File: src/rtl/axil_decode_bus.sv
// AXI4-Lite 1-to-N address-decoding bridge.
// One write and one read transaction in flight; misses return DECERR.
module axil_decode_bus #(
    parameter int DATA_WIDTH = 32,
    parameter int ADDR_WIDTH = 8,
    parameter int RESP_WIDTH = 2,
    parameter int NUM_SLAVES = 2,
    parameter logic [NUM_SLAVES*ADDR_WIDTH-1:0] SLAVE_BASE = {8'h10, 8'h00},
    parameter logic [NUM_SLAVES*ADDR_WIDTH-1:0] SLAVE_MASK = {8'hF0, 8'hF0}
) (
    input  logic                               axi_aclk,
    input  logic                               axi_areset,
    input  logic [ADDR_WIDTH-1:0]              s0_axi_awaddr,
    input  logic                               s0_axi_awvalid,
    output logic                               s0_axi_awready,
    input  logic [DATA_WIDTH-1:0]              s0_axi_wdata,
    input  logic [DATA_WIDTH/8-1:0]            s0_axi_wstrb,
    input  logic                               s0_axi_wvalid,
    output logic                               s0_axi_wready,
    output logic [RESP_WIDTH-1:0]              s0_axi_bresp,
    output logic                               s0_axi_bvalid,
    input  logic                               s0_axi_bready,
    input  logic [ADDR_WIDTH-1:0]              s0_axi_araddr,
    input  logic                               s0_axi_arvalid,
    output logic                               s0_axi_arready,
    output logic [DATA_WIDTH-1:0]              s0_axi_rdata,
    output logic [RESP_WIDTH-1:0]              s0_axi_rresp,
    output logic                               s0_axi_rvalid,
    input  logic                               s0_axi_rready,
    output logic [NUM_SLAVES*ADDR_WIDTH-1:0]   m_axi_awaddr,
    output logic [NUM_SLAVES-1:0]              m_axi_awvalid,
    input  logic [NUM_SLAVES-1:0]              m_axi_awready,
    output logic [NUM_SLAVES*DATA_WIDTH-1:0]   m_axi_wdata,
    output logic [NUM_SLAVES*DATA_WIDTH/8-1:0] m_axi_wstrb,
    output logic [NUM_SLAVES-1:0]              m_axi_wvalid,
    input  logic [NUM_SLAVES-1:0]              m_axi_wready,
    input  logic [NUM_SLAVES*RESP_WIDTH-1:0]   m_axi_bresp,
    input  logic [NUM_SLAVES-1:0]              m_axi_bvalid,
    output logic [NUM_SLAVES-1:0]              m_axi_bready,
    output logic [NUM_SLAVES*ADDR_WIDTH-1:0]   m_axi_araddr,
    output logic [NUM_SLAVES-1:0]              m_axi_arvalid,
    input  logic [NUM_SLAVES-1:0]              m_axi_arready,
    input  logic [NUM_SLAVES*DATA_WIDTH-1:0]   m_axi_rdata,
    input  logic [NUM_SLAVES*RESP_WIDTH-1:0]   m_axi_rresp,
    input  logic [NUM_SLAVES-1:0]              m_axi_rvalid,
    output logic [NUM_SLAVES-1:0]              m_axi_rready
);

    localparam int N  = NUM_SLAVES;
    localparam int AW = ADDR_WIDTH;
    localparam int DW = DATA_WIDTH;
    localparam int SW = DATA_WIDTH / 8;
    localparam int RW = RESP_WIDTH;
    localparam logic [RW-1:0] DECERR = RW'(3);

    typedef enum logic [1:0] {
        W_IDLE, W_ISSUE, W_RESP, W_RETURN
    } w_state_t;

    typedef enum logic [1:0] {
        R_IDLE, R_ISSUE, R_WAIT, R_RETURN
    } r_state_t;

    // One-hot slave select; lowest index wins on overlap, all-zero on miss.
    function automatic logic [N-1:0] decode(input logic [AW-1:0] a);
        logic [N-1:0] oh;
        oh = '0;
        for (int k = N - 1; k >= 0; k--) begin
            if ((a & SLAVE_MASK[k*AW +: AW]) == SLAVE_BASE[k*AW +: AW]) begin
                oh    = '0;
                oh[k] = 1'b1;
            end
        end
        return oh;
    endfunction

    w_state_t        w_state_q, w_state_d;
    logic            aw_got_q, aw_got_d;
    logic            w_got_q, w_got_d;
    logic            awready_q, awready_d;
    logic            wready_q, wready_d;
    logic [AW-1:0]   aw_addr_q, aw_addr_d;
    logic [DW-1:0]   wdata_q, wdata_d;
    logic [SW-1:0]   wstrb_q, wstrb_d;
    logic [N-1:0]    w_sel_q, w_sel_d;
    logic [N-1:0]    awvalid_q, awvalid_d;
    logic [N-1:0]    wvalid_q, wvalid_d;
    logic [N-1:0]    bready_q, bready_d;
    logic            bvalid_q, bvalid_d;
    logic [RW-1:0]   bresp_q, bresp_d;

    r_state_t        r_state_q, r_state_d;
    logic            arready_q, arready_d;
    logic [AW-1:0]   ar_addr_q, ar_addr_d;
    logic [N-1:0]    r_sel_q, r_sel_d;
    logic [N-1:0]    arvalid_q, arvalid_d;
    logic [N-1:0]    rready_q, rready_d;
    logic            rvalid_q, rvalid_d;
    logic [DW-1:0]   rdata_q, rdata_d;
    logic [RW-1:0]   rresp_q, rresp_d;

    logic [RW-1:0]   b_resp_mux;
    logic [DW-1:0]   r_data_mux;
    logic [RW-1:0]   r_resp_mux;

    // Select the response fields of the slave each engine is talking to.
    always_comb begin
        b_resp_mux = '0;
        r_data_mux = '0;
        r_resp_mux = '0;
        for (int k = 0; k < N; k++) begin
            if (w_sel_q[k]) begin
                b_resp_mux = m_axi_bresp[k*RW +: RW];
            end
            if (r_sel_q[k]) begin
                r_data_mux = m_axi_rdata[k*DW +: DW];
                r_resp_mux = m_axi_rresp[k*RW +: RW];
            end
        end
    end

    // Write engine state and registered outputs.
    always_ff @(posedge axi_aclk or posedge axi_areset) begin
        if (axi_areset) begin
            w_state_q <= W_IDLE;
            aw_got_q  <= 1'b0;
            w_got_q   <= 1'b0;
            awready_q <= 1'b0;
            wready_q  <= 1'b0;
            aw_addr_q <= '0;
            wdata_q   <= '0;
            wstrb_q   <= '0;
            w_sel_q   <= '0;
            awvalid_q <= '0;
            wvalid_q  <= '0;
            bready_q  <= '0;
            bvalid_q  <= 1'b0;
            bresp_q   <= '0;
        end else begin
            w_state_q <= w_state_d;
            aw_got_q  <= aw_got_d;
            w_got_q   <= w_got_d;
            awready_q <= awready_d;
            wready_q  <= wready_d;
            aw_addr_q <= aw_addr_d;
            wdata_q   <= wdata_d;
            wstrb_q   <= wstrb_d;
            w_sel_q   <= w_sel_d;
            awvalid_q <= awvalid_d;
            wvalid_q  <= wvalid_d;
            bready_q  <= bready_d;
            bvalid_q  <= bvalid_d;
            bresp_q   <= bresp_d;
        end
    end

    // Write engine next state: collect AW and W, issue, wait B, return.
    always_comb begin
        w_state_d = w_state_q;
        aw_got_d  = aw_got_q;
        w_got_d   = w_got_q;
        awready_d = awready_q;
        wready_d  = wready_q;
        aw_addr_d = aw_addr_q;
        wdata_d   = wdata_q;
        wstrb_d   = wstrb_q;
        w_sel_d   = w_sel_q;
        awvalid_d = awvalid_q;
        wvalid_d  = wvalid_q;
        bready_d  = bready_q;
        bvalid_d  = bvalid_q;
        bresp_d   = bresp_q;
        unique case (w_state_q)
            W_IDLE: begin
                if (s0_axi_awvalid && awready_q) begin
                    aw_addr_d = s0_axi_awaddr;
                    aw_got_d  = 1'b1;
                end
                if (s0_axi_wvalid && wready_q) begin
                    wdata_d = s0_axi_wdata;
                    wstrb_d = s0_axi_wstrb;
                    w_got_d = 1'b1;
                end
                awready_d = !aw_got_d;
                wready_d  = !w_got_d;
                if (aw_got_d && w_got_d) begin
                    aw_got_d  = 1'b0;
                    w_got_d   = 1'b0;
                    awready_d = 1'b0;
                    wready_d  = 1'b0;
                    w_sel_d   = decode(aw_addr_d);
                    if (|w_sel_d) begin
                        awvalid_d = w_sel_d;
                        wvalid_d  = w_sel_d;
                        w_state_d = W_ISSUE;
                    end else begin
                        bvalid_d  = 1'b1;
                        bresp_d   = DECERR;
                        w_state_d = W_RETURN;
                    end
                end
            end
            W_ISSUE: begin
                awvalid_d = awvalid_q & ~m_axi_awready;
                wvalid_d  = wvalid_q & ~m_axi_wready;
                if (awvalid_q == '0 && wvalid_q == '0) begin
                    bready_d  = w_sel_q;
                    w_state_d = W_RESP;
                end
            end
            W_RESP: begin
                if (|(bready_q & m_axi_bvalid)) begin
                    bready_d  = '0;
                    bvalid_d  = 1'b1;
                    bresp_d   = b_resp_mux;
                    w_state_d = W_RETURN;
                end
            end
            W_RETURN: begin
                if (s0_axi_bready) begin
                    bvalid_d  = 1'b0;
                    awready_d = 1'b1;
                    wready_d  = 1'b1;
                    w_state_d = W_IDLE;
                end
            end
            default: w_state_d = W_IDLE;
        endcase
    end

    // Read engine state and registered outputs.
    always_ff @(posedge axi_aclk or posedge axi_areset) begin
        if (axi_areset) begin
            r_state_q <= R_IDLE;
            arready_q <= 1'b0;
            ar_addr_q <= '0;
            r_sel_q   <= '0;
            arvalid_q <= '0;
            rready_q  <= '0;
            rvalid_q  <= 1'b0;
            rdata_q   <= '0;
            rresp_q   <= '0;
        end else begin
            r_state_q <= r_state_d;
            arready_q <= arready_d;
            ar_addr_q <= ar_addr_d;
            r_sel_q   <= r_sel_d;
            arvalid_q <= arvalid_d;
            rready_q  <= rready_d;
            rvalid_q  <= rvalid_d;
            rdata_q   <= rdata_d;
            rresp_q   <= rresp_d;
        end
    end

    // Read engine next state: accept AR, issue, wait R, return.
    always_comb begin
        r_state_d = r_state_q;
        arready_d = arready_q;
        ar_addr_d = ar_addr_q;
        r_sel_d   = r_sel_q;
        arvalid_d = arvalid_q;
        rready_d  = rready_q;
        rvalid_d  = rvalid_q;
        rdata_d   = rdata_q;
        rresp_d   = rresp_q;
        unique case (r_state_q)
            R_IDLE: begin
                arready_d = 1'b1;
                if (s0_axi_arvalid && arready_q) begin
                    arready_d = 1'b0;
                    ar_addr_d = s0_axi_araddr;
                    r_sel_d   = decode(s0_axi_araddr);
                    if (|r_sel_d) begin
                        arvalid_d = r_sel_d;
                        r_state_d = R_ISSUE;
                    end else begin
                        rvalid_d  = 1'b1;
                        rdata_d   = '0;
                        rresp_d   = DECERR;
                        r_state_d = R_RETURN;
                    end
                end
            end
            R_ISSUE: begin
                if (|(arvalid_q & m_axi_arready)) begin
                    arvalid_d = '0;
                    rready_d  = r_sel_q;
                    r_state_d = R_WAIT;
                end
            end
            R_WAIT: begin
                if (|(rready_q & m_axi_rvalid)) begin
                    rready_d  = '0;
                    rvalid_d  = 1'b1;
                    rdata_d   = r_data_mux;
                    rresp_d   = r_resp_mux;
                    r_state_d = R_RETURN;
                end
            end
            R_RETURN: begin
                if (s0_axi_rready) begin
                    rvalid_d  = 1'b0;
                    arready_d = 1'b1;
                    r_state_d = R_IDLE;
                end
            end
            default: r_state_d = R_IDLE;
        endcase
    end

    assign s0_axi_awready = awready_q;
    assign s0_axi_wready  = wready_q;
    assign s0_axi_bvalid  = bvalid_q;
    assign s0_axi_bresp   = bresp_q;
    assign s0_axi_arready = arready_q;
    assign s0_axi_rvalid  = rvalid_q;
    assign s0_axi_rdata   = rdata_q;
    assign s0_axi_rresp   = rresp_q;

    assign m_axi_awaddr   = {N{aw_addr_q}};
    assign m_axi_wdata    = {N{wdata_q}};
    assign m_axi_wstrb    = {N{wstrb_q}};
    assign m_axi_awvalid  = awvalid_q;
    assign m_axi_wvalid   = wvalid_q;
    assign m_axi_bready   = bready_q;
    assign m_axi_araddr   = {N{ar_addr_q}};
    assign m_axi_arvalid  = arvalid_q;
    assign m_axi_rready   = rready_q;

endmodule
File: config.mk
export PLATFORM = sky130hd
export DESIGN_NAME = axil_decode_bus
export DESIGN_NICKNAME = d
export VERILOG_FILES = /design/src/rtl/axil_decode_bus.sv
export SDC_FILE = /design/constraint.sdc
export NUM_CORES = 1
export LEC_CHECK = 0
export ABC_AREA = 1
export CORE_MARGIN = 1.5
export CORE_UTILIZATION = 41
export CTS_BUF_LIST = sky130_fd_sc_hd__clkbuf_4 sky130_fd_sc_hd__clkbuf_8
export DETAILED_ROUTE_END_ITERATION = 8
export PLACE_DENSITY = 0.82
export SKIP_CTS_REPAIR_TIMING = 1
export SLEW_MARGIN = 20
export SYNTH_ARGS = -nofsm -noshare
export SYNTH_HDL_FRONTEND = slang
export SYNTH_SLANG_ARGS = --single-unit
File: constraint.sdc
create_clock -name axi_aclk -period 4.9 [get_ports axi_aclk]
set_clock_uncertainty 0.15 [all_clocks]
set_input_delay 0.49 -clock axi_aclk [delete_from_list [all_inputs] [get_ports axi_aclk]]
set_output_delay 0.49 -clock axi_aclk [all_outputs]
set_load 0.01 [all_outputs]
Word-level counts from Yosys, hierarchy flattened
Cells that the tools add are included.
{ "totals": {"reg_bits": 113, "latchBits": 0, "ramBits": 0, "rom_bits": 0, "inputBits": 141, "output_inout_bits": 155, "wordCells": 174, "memories": 0} }
{ "op_classes": {"n_addsub": 0, "mul": 0, "n_div": 0, "magnitude_cmp": 0, "eq_ne": 21, "shifts": 0, "muxes": 78, "bitwise_logic": 7, "n_reduce_logical": 44} }
{ "op_table": {"columns": ["op", "count"], "rows": [
  ["$mux W32", 5],
  ["$mux W2", 37],
  ["$pmux W32 S2", 1],
  ["$pmux W2 S2", 7],
  ["$ne A2 B2 Y1 const B", 13],
  ["$reduce_and A4 Y1", 5],
  ["$mux W1", 19],
  ["$logic_not A8 Y1", 2],
  ["$mux W8", 2],
  ["$pmux W2 S4", 2],
  ["$reduce_bool A2 Y1", 8],
  ["$reduce_and A2 Y1", 6],
  ["$and A2 B2 Y2", 5],
  ["$reduce_and A5 Y1", 2],
  ["$reduce_or A2 Y1", 5],
  ["$reduce_and A3 Y1", 3],
  ["$eq A2 B2 Y1 const B", 4],
  ["$eq A4 B1 Y1 const B", 2],
  ["$logic_not A2 Y1", 4],
  ["$pmux W1 S2", 3],
  ["$pmux W1 S3", 2],
  ["$reduce_bool A3 Y1", 2],
  ["$logic_and A1 B1 Y1", 5],
  ["$eq A2 B1 Y1 const B", 2],
  ["other kinds (2)", 4]
]} }

Logic depth before layout (Yosys ltp)
Gate-level depths: netlist (run 1).
{ "depth": {"word_depth": 12, "mapped_depth": 11, "mapped_depth_nobuf": 9} }

Worst setup path before layout (run 1)
OpenSTA, ideal clock, no wires.
{ "synth_path": {"path_type": "register -> register", "from": "register r_state_q[0]", "to": "register rdata_q[0] (netlist: s0_axi_rdata[0])", "setup_ps": 130, "t_arrival_ps": 1400, "required_time_ps": 4620, "setup_slack_ps": 3220, "path_stages_with_launch": 12, "path_buffers": 3, "period_less_slack_ps": 1680, "path_cell_list": "dfrtp_1 > inv_1 > ha_1 > buf_4 > nand3_2 > nand2_1 > inv_1 > nand3_2 > buf_6 > buf_6 > nand2_1 > o21ai_0"} }
{ "synth_via": {"elab_chain_cells": 3, "elab_cells_between_ends": 8, "classes_between": "eq/ne (4); mux (1); reduce/logical (3)"} }
{ "synth_rtl": {"columns": ["item", "line_no", "rtl"], "rows": [
  ["from (decl)", "92", "r_state_t r_state_q, r_state_d;"],
  ["from (signal assigned)", "244", "r_state_q <= r_state_d;"],
  ["$eq A2 B2 Y1 or $logic_not A2 Y1 (tied branches)", "267", "unique case (r_state_q)"],
  ["$ne A2 B2 Y1 (no source line) or $reduce_bool A2 Y1 (tied branches)", null, null],
  ["$reduce_and A4 Y1 (no source line)", null, null],
  ["to (signal assigned)", "251", "rdata_q <= rdata_d;"],
  ["to (decl)", "99", "logic [DW-1:0] rdata_q, rdata_d;"]
]} }
Parallel ways exist; a longest one is shown, timed or not.
A chain may end at the register's enable or synchronous reset.

Final worst setup path (run 1)
{ "layout_path": {"from": "register r_state_q[0]", "to": "register rresp_q[1] (netlist: s0_axi_rresp[1])"} }
{ "layout_via": {"elab_chain_cells": 3, "elab_cells_between_ends": 8, "classes_between": "eq/ne (4); mux (1); reduce/logical (3)"} }
{ "layout_rtl": {"columns": ["item", "line_no", "rtl"], "rows": [
  ["$eq A2 B2 Y1 or $logic_not A2 Y1 (tied branches)", "267", null],
  ["$ne A2 B2 Y1 (no source line) or $reduce_bool A2 Y1 (tied branches)", null, null],
  ["$reduce_and A4 Y1 (no source line)", null, null],
  ["to (signal assigned)", "252", "rresp_q <= rresp_d;"],
  ["to (decl)", "100", "logic [RW-1:0] rresp_q, rresp_d;"]
]} }
Parallel ways exist; a longest one is shown, timed or not.

==> metrics list, run 1 <==
- Placed cell count: 1126
- Area of the core: around 0.014 mm2
* Routability Congestion: 0.847
- Number of distinct library cells after synthesis: 31
- Adding up every negative setup slack in the final design gives 0 ps.
- After the last flow step, the layout net total stands at around 1100.
* Clk sink count: about 110
* Detailed-route wire length per cell: about 14 um
- Initial drt markers: 431
- TritonCTS built the clock tree.
- In the synthesized netlist, the number of instances is about 730.
* Post-synthesis async set-or-reset flop share: 100%
- Of all cell types, the one taking the most synthesized area is dfrtp_1.
- By instance count, the leading cell after synthesis is nand2_1.
- The initial utilization of the core area, before any placement, comes to 41.8%.
* Post-synthesis cell area: just under 0.006 mm2
* Power per Cell Area: around 600 mW/mm2
- Once detailed placement completed, the half-perimeter wirelength came to ~12 mm.
* Mean Syn Cell Area: 7.95 um2
- Initial antenna violation count: 0
- Once detail routing completed, the nets flagged for antenna violations numbered 0.
- In the detailed route, the total length drawn on met3 is ~1.4 mm.
- Most used flip-flop cell after synthesis: dfrtp_1
- After detailed routing, the number of remaining DRC violations is 0.
- With fillers left out, the area of the finished cells amounts to ~0.0088 mm2.
* Routed length on met1: between 6 and 7 mm
- After global routing the overflow that remains totals 0.
- The routed design could run at a clock period as short as between 2000 and 2500 ps.
* Number of enable-type register cells in the synthesized netlist: 0
- Highest routed metal layer: met4
* Chip width: 122 um
- In the finished design, the share of the clock period the worst path needs comes to between 40 and 50%.
- Post-detailed-placement cell area: about 0.0084 mm2
- The finished layout holds roughly 1200 standard cells, fillers aside.
- For the worst setup path, the data required time is ~5100 ps.
* Cell row count: 43
- The via count of the first global-routing pass is between 5000 and 6000.
- Transition time at the pin with the least slew margin: just under 1000 ps
- For the worst-skew pair, the clock arrives at the later sink with an insertion delay of 410 ps.
- Part of the Yosys area used for sequential elements: between 40% and 50%
- Via count: 5512
- Start-to-end type of the worst setup path: flop to flop
- For this run, the total global-route usage over all layers was measured as around 22%.
* Met2 Routed Length: between 8 and 9 mm
- Across the run, the number of max-cap violations was 0.
- Of the total synthesized cell area, the portion taken by XOR and XNOR cells is 0%.
- Entering global routing, the biggest net connects 85 pins.
- Proportion of synthesized area in mux cells: under 10%
- Clock tree synthesis inserted a total of 17 buffers.
- The die covers approximately 0.015 mm2.
- Endpoint kind of the worst setup timing path: flop
- Leading cell types by total area after synthesis: dfrtp_1 49%, nand2_1 21%, buf_4 7.1%, nand3_1 4.7%, o21ai_0 4.0%
- Startpoint type of the worst setup path: flop
* Largest family of logic cells by synthesized area: simple AND/OR/NAND/NOR gates
- The Yosys step of the flow raised 0 warnings.
- Clk pin slew, worst setup/hold paths: ~70 ps
- Leak pwr: ~4.1 nW
- Iteration count of the initial detailed-routing pass: 5
- No sink is reached through more buffers than the 2 on the longest clock path.
* Arrival time at the worst endpoint: 2510 ps
* Worst-case vdd ir drop: ~0.44 mV
- Worst slew slack as a fraction of its limit: a little over a third
- Die outline height: 122 um
* Global-route wire length before repair: approximately 26 mm
- Area share of and/or/nand/nor cells after synthesis: 29.2%
- Dividing the detail-routed via count by the number of cells gives roughly 4.8.
- The max-slew violation count was 0.
- Setup repair after global routing left no endpoint under its margin.
- The area growth from synthesis to layout is 52.1%.
* Type of the tightest min-delay check: flop to flop
- During I/O placement, the number of pins put on the boundary was 296.
- Inserted Diodes: 0
- Counting flops and latches in the post-synthesis netlist gives 113.
- Adder-cell area share of the yosys netlist: around 1.7%
- Max Clk Rate: ~0.42 GHz
- Of the cells placed in the final design, the portion with a size suffix greater than 1 is about 6.5%.
- In this run the clock root is driven by a clkbuf_8.
- Compound-cell area share of the yosys netlist: approximately 6.3%
* Wire length after detailed routing: roughly 16 mm
- Count of final hold-check violations: 0
- Buffers added on ports: 295
- Along the worst path, the maximum fanout reaches 67.
* Max H-tree Level: 4
- Synthesis produced a netlist with a net count of ~900.
* Final setup violating endpoints: 0
- Result of the run: completed
- Area share of the largest cell type after synthesis: 48.9%
- Most frequent cells after synthesis: 330 x nand2_1, 113 x dfrtp_1, 55 x buf_4
==> registers in the layout (all words and copies together) (netlist names), 4 cells and up <==
signal	count
s0_axi_rdata	32
wstrb_q	4
aw_addr_q	8
ar_addr_q	8
wdata_q	32
==> layout make-up <==
class,count,area (um2)
Sequential cell,113,2830
Tap cell,180,225
Inverter,34,133
Multi-Input combinational cell,499,2240
Timing Repair Buffer,300,2990
Clock buffer,22,290
Clock inverter,7,85.1
Fill cell,1204,5030
==> worst max-delay path: stages, from the launching register on <==
cell     delay (ps)
dfrtp_1         390
inv_1            90
ha_1            250
buf_4           260
inv_1           180
nand2_2          90
nand3_2          80
buf_4           480
inv_1           130
nand2_1          90
nand2_1          40
==> path summary, 6_finish.rpt <==
kind	startpoint	end	slack, ps	cells past startpoint
worst min-delay path	s0_axi_bresp[0]	s0_axi_bresp[0]	330	2
worst max-delay path	r_state_q[0]	s0_axi_rresp[1]	2540	10
max in group asynchronous	axi_areset	aw_addr_q[3]	3250	3
worst max register to register	r_state_q[0]	s0_axi_rresp[1]	2540	10
min in group asynchronous	axi_areset	wdata_q[5]	430	2
worst min register to register	s0_axi_bresp[0]	s0_axi_bresp[0]	330	2
==> layer usage <==
layer / track usage, % / up-vias
met5: 0 / -
met4: 6.40 / 0
met3: 7.58 / 16
met2: 37.3 / 259
met1: 27.6 / 2514
li1: - / 2723
==> layout by cell type (no fill, tap or decap) <==
cell             Yosys  final
nand2_1            330    330
a21oi_1              5      5
clkinv_1             1      1
dfrtp_2              0      1
inv_2                2      2
clkbuf_8             0     20
inv_6                0      1
o22ai_1              2      2
nor2_2               3      3
clkbuf_4             0      2
inv_1               31     30
o21ai_1              3      3
bufinv_16            0      2
o21ai_2              4      4
o211ai_1             2      2
nand3_2              2      2
nand3_1             54     54
o21a_1               1      1
buf_4               55      5
clkinv_2             0      5
a31oi_1              1      1
nand4_1              4      4
ha_1                 8      8
nand2_2              5      5
dfrtp_1            113    112
a22o_1               1      1
nor3_1               2      2
a21oi_2              1      1
nand3b_1             2      2
nor2_1              13     13
o21ai_0             46     46
mux2_2               8      8
clkdlybuf4s50_1      0    295
or2_2                2      2
==> logic make-up after synthesis <==
| family | Yosys count |
|---|---|
| multiplexers | 8 |
| flip-flops | 113 |
| AND/OR/NAND/NOR | 417 |
| AO/OA/AOI/OAI | 66 |
| buffers and inverters | 116 |
| adder cells (fa/ha/maj) | 8 |
==> where the power goes <==
| part | internal [mW] | switching [mW] | leakage [nW] |
|---|---|---|---|
| logic | 1.33 | 1.34 | 2.43 |
| registers | 1.29 | 0.315 | 1.46 |
| clock network | 0.491 | 0.355 | 0.201 |
==> per-stage QoR <==
| step | setup slack, ps | total power [mW] | utilization, % | hold WS, ps |
|---|---|---|---|---|
| 3_3_place_gp | 2550 | 4.24 | 60.9 | 309 |
| 3_5_place_dp | 2510 | 4.30 | 60.9 | 309 |
| 6_report | 2540 | 5.13 | 63.6 | 325 |
| 4_1_cts | 2550 | 5.17 | 63.6 | 327 |
| 5_1_grt | 2340 | 5.51 | 63.6 | 339 |
| 2_1_floorplan | 1270 | 3.20 | - | 316 |
No activity file was read; power rests on OpenSTA's default activity.
==> inputs of run 2 (changes only) <==
clock period = 2.4 ns   (was 4.9 ns; I/O delays follow)
==> run 2 against run 1 <==
- routed wire length decreased by 1.6%
- first-iteration DRC count decreased by 21%
- clock power increased by 130%
- critical path depth decreased by 3
- final cell count increased by 0.52%
- sequential power increased by 100%
- worst setup slack got worse by 2200 ps
- critical path type unchanged
- largest cell class unchanged
- largest power group unchanged
- highest routed layer unchanged
==> metrics list, run 2 (same netlist as run 1, synthesis figures left out) <==
* Worst-case vdd ir drop: approximately 0.6 mV
* Pin count of the biggest net entering global routing: 58
* Endpoint kind of the worst setup timing path: flop
* Area of the core: between 0.01 and 0.015 mm2
* Inserted Clock Buffers: 17
- Worst hold margin: between 3 and 4 ps
* CTS tree: yes
* Worst slew slack as a fraction of its limit: 36.9%
* Setup Slack @ Placement: roughly 350 ps
- The count of nets left with antenna violations once routing finished came out at 0.
- Vias per cell: around 4.8
* Portion of total power attributed to sequential cells: around 30%
* Clk network pwr share: 18.4%
- Buffers added on ports: about 300
* Worst endpoint required time: between 2000 and 3000 ps
- Largest fanout of any net on the critical path: 57
* Count of final hold-check violations: 0
* Post-synthesis to final-layout area growth: 54.1%
- Of the total power, the share spent switching nets is 38.6%.
- Post-detailed-placement cell area: between 0.008 and 0.009 mm2
- The min-delay analysis places its worst path in the category primary input to asynchronous set/reset pin.
- Number of DRC violations after detailed routing: 0
- At the pin with the least slew margin, the transition time is ~940 ps.
- Total I/O pin count: 296
- The via count of the first global-routing pass came to 5178.
- The max-slew violation count was 0.
- Leak pwr: slightly above 4 nW
- The first global-routing pass estimated about 26 mm of wire.
- Max Clk Rate: 0.486 GHz
- The filler cells instantiated in the layout total 1169.
- Arrival time at the worst endpoint: 2240 ps
- Clock tree synthesis selected as its root buffer the cell clkbuf_8.
- Once the floorplan was initialized, standard cells occupied roughly two fifths of the core.
- Fraction of final layout cells sized beyond drive strength 1: around 7%
- The clock drives 113 sinks.
* Most common cell after layout, fill and taps aside: nand2_1
* Startpoint type of the worst setup path: flop
- Most frequent cells in the layout: 330 x nand2_1, 295 x clkdlybuf4s50_1, 113 x dfrtp_1
- Cell internal pwr: roughly 6.6 mW
- Clock-pin slew was measured on the worst setup and hold paths at ~70 ps.
- Power per Cell Area: roughly 1200 mW/mm2
* Tmin final: 2060 ps
- Clock insertion delay at the later pin of the skew report: 420 ps
- Die footprint: between 0.01 and 0.015 mm2
- CTS Buffer Depth: 2
- The die is between 100 and 150 um wide.
- Wire length after detailed routing: around 16 mm
* Detailed-route wire length per cell: ~14 um
* Routability Congestion: 0.902
- Summed over all layers, the global routing overflow is 0.
* Final period utilization: ~86%
- Summed over all nets, the half-perimeter wirelength after detailed placement is 12.4 mm.
- Max H-tree Level: 4
* Start-to-end type of the worst setup path: flop to flop
* Global-route usage over all layers: approximately 22%
- Power share of the combinational group: 51.6%
- Setup repair after global routing left no endpoint under its margin.
- Die outline height: between 100 and 150 um
- Final Worst Setup Slack: 341 ps
- At the end of the flow, the number of nets in the layout was between 1000 and 1500.
- The repair_antennas step left the layout with diodes totalling 0.
- Switching component of the power: 4.16 mW
* Area taken by flip-flops and latches: roughly 0.0028 mm2
* Final-layout setup total negative slack: 0 ps
- Initial antenna violation count: 0
- The first detailed-routing pass ran for 5 iterations.
- Cell row count: 43
- Non-Filler Cell Area, Final: 0.00892 mm2
* Final setup violating endpoints: 0
- The multi-input combinational cells in the finished layout cover a total of ~0.0022 mm2.
* Max-Cap Viols: 0
* Initial drt markers: about 340
* Via count: roughly 5500
- Result of the run: completed
## run 2: final timing paths
path                               endpoint  depth (start not counted)  slack [ps]             start
max in group asynchronous   s0_axi_rdata[7]                          3        1510        axi_areset
min in group axi_aclk            wdata_q[7]                          3         200   s0_axi_wdata[7]
setup reg to reg            s0_axi_rdata[1]                          7         340      r_state_q[0]
hold reg to reg            s0_axi_rdata[17]                          2         340  s0_axi_rdata[17]
hold / removal              m_axi_bready[1]                          2           4        axi_areset
setup / recovery            s0_axi_rdata[1]                          7         340      r_state_q[0]
## run 2: per-stage QoR
stage / instances / utilization, % / power [mW]
3_5_place_dp: 1129 / 61.3 / 8.84
4_1_cts: 1161 / 64.5 / 10.9
6_report: 1161 / 64.5 / 10.8
2_1_floorplan: 728 / - / 6.54
3_3_place_gp: 1129 / 61.3 / 8.72
5_1_grt: 1161 / 64.5 / 11.6
## run 2: critical path: stages, from the launching register on
cell and delay (ps):
dfrtp_1 400, inv_1 100, ha_1 340, inv_1 170
nand2_2 120, nand3_2 210, buf_12 260, o21ai_0 200
## run 2: power by group through the flow
| stage | Combinational [mW] | Clock, mW | Sequential [mW] |
|---|---|---|---|
| floorplan | 3.10 | 0 | 3.43 |
| global placement | 5.48 | 0 | 3.24 |
| detailed placement | 5.58 | 0 | 3.26 |
| CTS | 5.60 | 2.02 | 3.24 |
| global route | 6.12 | 2.12 | 3.33 |
| finish | 5.57 | 1.98 | 3.23 |
## run 2: routing by layer
layer	vias to the layer above	global-route usage, %	share of wire (%)	wire (um)
met5	-	0	0	0
met4	0	8.24	1.9	308
met3	20	6.60	7.6	1230
met2	238	37.3	50	8010
met1	2565	27.6	41	6620
li1	2722	-	-	-
## run 2: final cells by class
class | count | share of cell area (%)
inverters | 34 | 1.47
clock inverters | 11 | 1.80
flip-flops and latches | 113 | 31.7
repair buffers | 303 | 34.2
multi-input cells | 499 | 25.2
well taps | 180 | 2.53
clock buffers | 21 | 3.10
==> inputs of run 3 (changes only) <==
ABC_AREA = unset   (was 1)
CORE_AREA = 2 2 114 116   (was unset)
CORE_MARGIN = unset   (was 1.5)
CORE_UTILIZATION = unset   (was 41)
DIE_AREA = 0 0 116 118   (was unset)
DONT_BUFFER_PORTS = 1   (was unset)
PLACE_DENSITY = unset   (was 0.82)
SKIP_CTS_REPAIR_TIMING = unset   (was 1)
==> run 3 against run 2 <==
- the run now fails in clock tree synthesis (4_1_cts)
- synthesized cell count decreased by 37%
- area after synthesis shrank 6.6%
==> metrics list, run 3 <==
- The flow did not finish.
- Halt Stage: clock tree synthesis (4_1_cts)
- Run Error: [ERROR RSZ-0060] Max buffer count reached.
- Chip width: roughly 120 um
- Post-synthesis cell area: about 0.0054 mm2
- Of all flip-flops after synthesis, the portion carrying an async set or reset was 100%.
- When the netlist entered floorplanning its net count stood at ~610.
- Most used flip-flop cell after synthesis: dfrtp_1
- Once the clock tree was built, the resizer swapped 0 gates to a different size.
* Part of the Yosys area used for sequential elements: a little over half
- The root buffer cell chosen for the clock tree is clkbuf_8.
- In this run, post-CTS hold repair placed roughly 120 buffers.
- Cells after synthesis: 458
* CTS Buffer Depth: 2
* Die outline height: roughly 120 um
- By count the netlist is led by 113 x dfrtp_1, 54 x mux2_2, 52 x buf_4.
- Synthesis warning total: 0
- In this run the post-CTS setup repair buffer count came out at 0.
* Routability Congestion: 0.802
- Number of synthesized register bits: 113
- Setup Slack @ Placement: roughly 260 ps
- Total I/O pin count: 296
* Max H-tree Level: 4
* Number of enable-type register cells in the synthesized netlist: 0
* Number of distinct library cells after synthesis: 44
- Initial core utilization: a little over two fifths
- The largest total area in the synthesized netlist belongs to dfrtp_1.
- The average instance in the mapped netlist occupies between 10 and 15 um2.
- Inserted Clock Buffers: 17
* Clk sink count: roughly 110
- Buffers added on ports: 0
* Area share of the largest cell type after synthesis: 52.3%
* Leading cell types by total area after synthesis: dfrtp_1 52%, mux2_2 11%, buf_4 7.2%, o2bb2ai_1 5.8%, a22oi_1 5.0%
- In this run the core area contains between 40 and 50 standard-cell rows.
* Cell with the most instances after synthesis: dfrtp_1
- Once placement completed, the tool counted placed cells totaling around 570.
- Placed wire-length estimate: about 9.4 mm
[run 3: cell families after synthesis]
logic type	share of synthesized area [%]
compound gates	17.5
flops	52.3
buf+inv	9.68
simple gates	6.41
mux	12.2
fa+ha+maj	1.85
[run 3: through the flow]
stage / instance area [um2] / util (%)
3_5_place_dp: 5310 / 42.8
3_3_place_gp: 5310 / 42.8
2_1_floorplan: 5410 / -
==> inputs of run 4 (changes only) <==
CORE_AREA = unset   (was 2 2 114 116)
CORE_MARGIN = 1.5   (was unset)
CORE_UTILIZATION = 40   (was unset)
CTS_BUF_LIST = unset   (was sky130_fd_sc_hd__clkbuf_4 sky130_fd_sc_hd__clkbuf_8)
DIE_AREA = unset   (was 0 0 116 118)
PLACE_DENSITY_LB_ADDON = 0.15   (was unset)
==> run 4 against run 3 <==
- the run again fails in clock tree synthesis (4_1_cts)
- area after synthesis did not move
- synthesized cell count unchanged
==> metrics list, run 4 <==
- Result of the run: stopped before the end
* Halt Stage: clock tree synthesis (4_1_cts)
* Run Error: [ERROR RSZ-0060] Max buffer count reached.
- Post-CTS Setup Repair Bufs: 0
* Max H-tree Level: 4
- For this run, asynchronously set or reset flops after synthesis account for 100%.
- Sequential elements use a little over half of the synthesized area.
* Leading cell types by total area after synthesis: dfrtp_1 52%, mux2_2 11%, buf_4 7.2%, o2bb2ai_1 5.8%, a22oi_1 5.0%
- Number of distinct library cells after synthesis: 44
* Cell type with the highest aggregate area in the netlist: dfrtp_1
- Among all flip-flop cells after synthesis, the most frequent one is dfrtp_1.
* Inserted Clock Buffers: 17
* Post-detailed-placement cell area: 0.00526 mm2
- The floorplan step set the die height to between 100 and 150 um.
- In this run the deepest clock path goes through 2 buffers.
* CTS Root Cell: clkbuf_16
* Buffers added on ports: 0
- Cells after synthesis: 458
- Counting flops with a built-in enable in the synthesized netlist gives 0.
- Cell row count: 42
- Post-Synthesis Net Count: 607
- The cell area that synthesis handed to floorplanning was between 0.005 and 0.006 mm2.
* Area share of the largest cell type after synthesis: between 50% and 60%
* Clk sink count: 113
- Most frequent cells after synthesis: 113 x dfrtp_1, 54 x mux2_2, 52 x buf_4
* Cell with the most instances after synthesis: dfrtp_1
* Routability Congestion: roughly 0.78
- Number of synthesized register bits: ~110
- Placed wire-length estimate: between 9 and 10 mm
- Hold_buf cts: 122
- Chip width: roughly 120 um
- Initial core utilization: about two fifths
- Synthesis warning total: 0
* Count of instances resized after the clock tree is built: 0
- Mean Syn Cell Area: approximately 12 um2
- between 200 and 300 I/O pins were placed.
-- run 4: cell counts after synthesis --
Identical to the previous run, type by type.
-- run 4: kinds of logic after synthesis --
logic type / count (synthesis) / synth area share (%)
AO/OA/AOI/OAI: 126 / 17.5
adder cells (fa/ha/maj): 8 / 1.85
buffers and inverters: 87 / 9.68
flip-flops: 113 / 52.3
multiplexers: 59 / 12.2
AND/OR/NAND/NOR: 65 / 6.41
-- run 4: metrics by stage --
| step | cells | worst slack [ps] |
|---|---|---|
| detailed placement | 569 | 372 |
| global placement | 569 | 397 |
| floorplan | 458 | 466 |
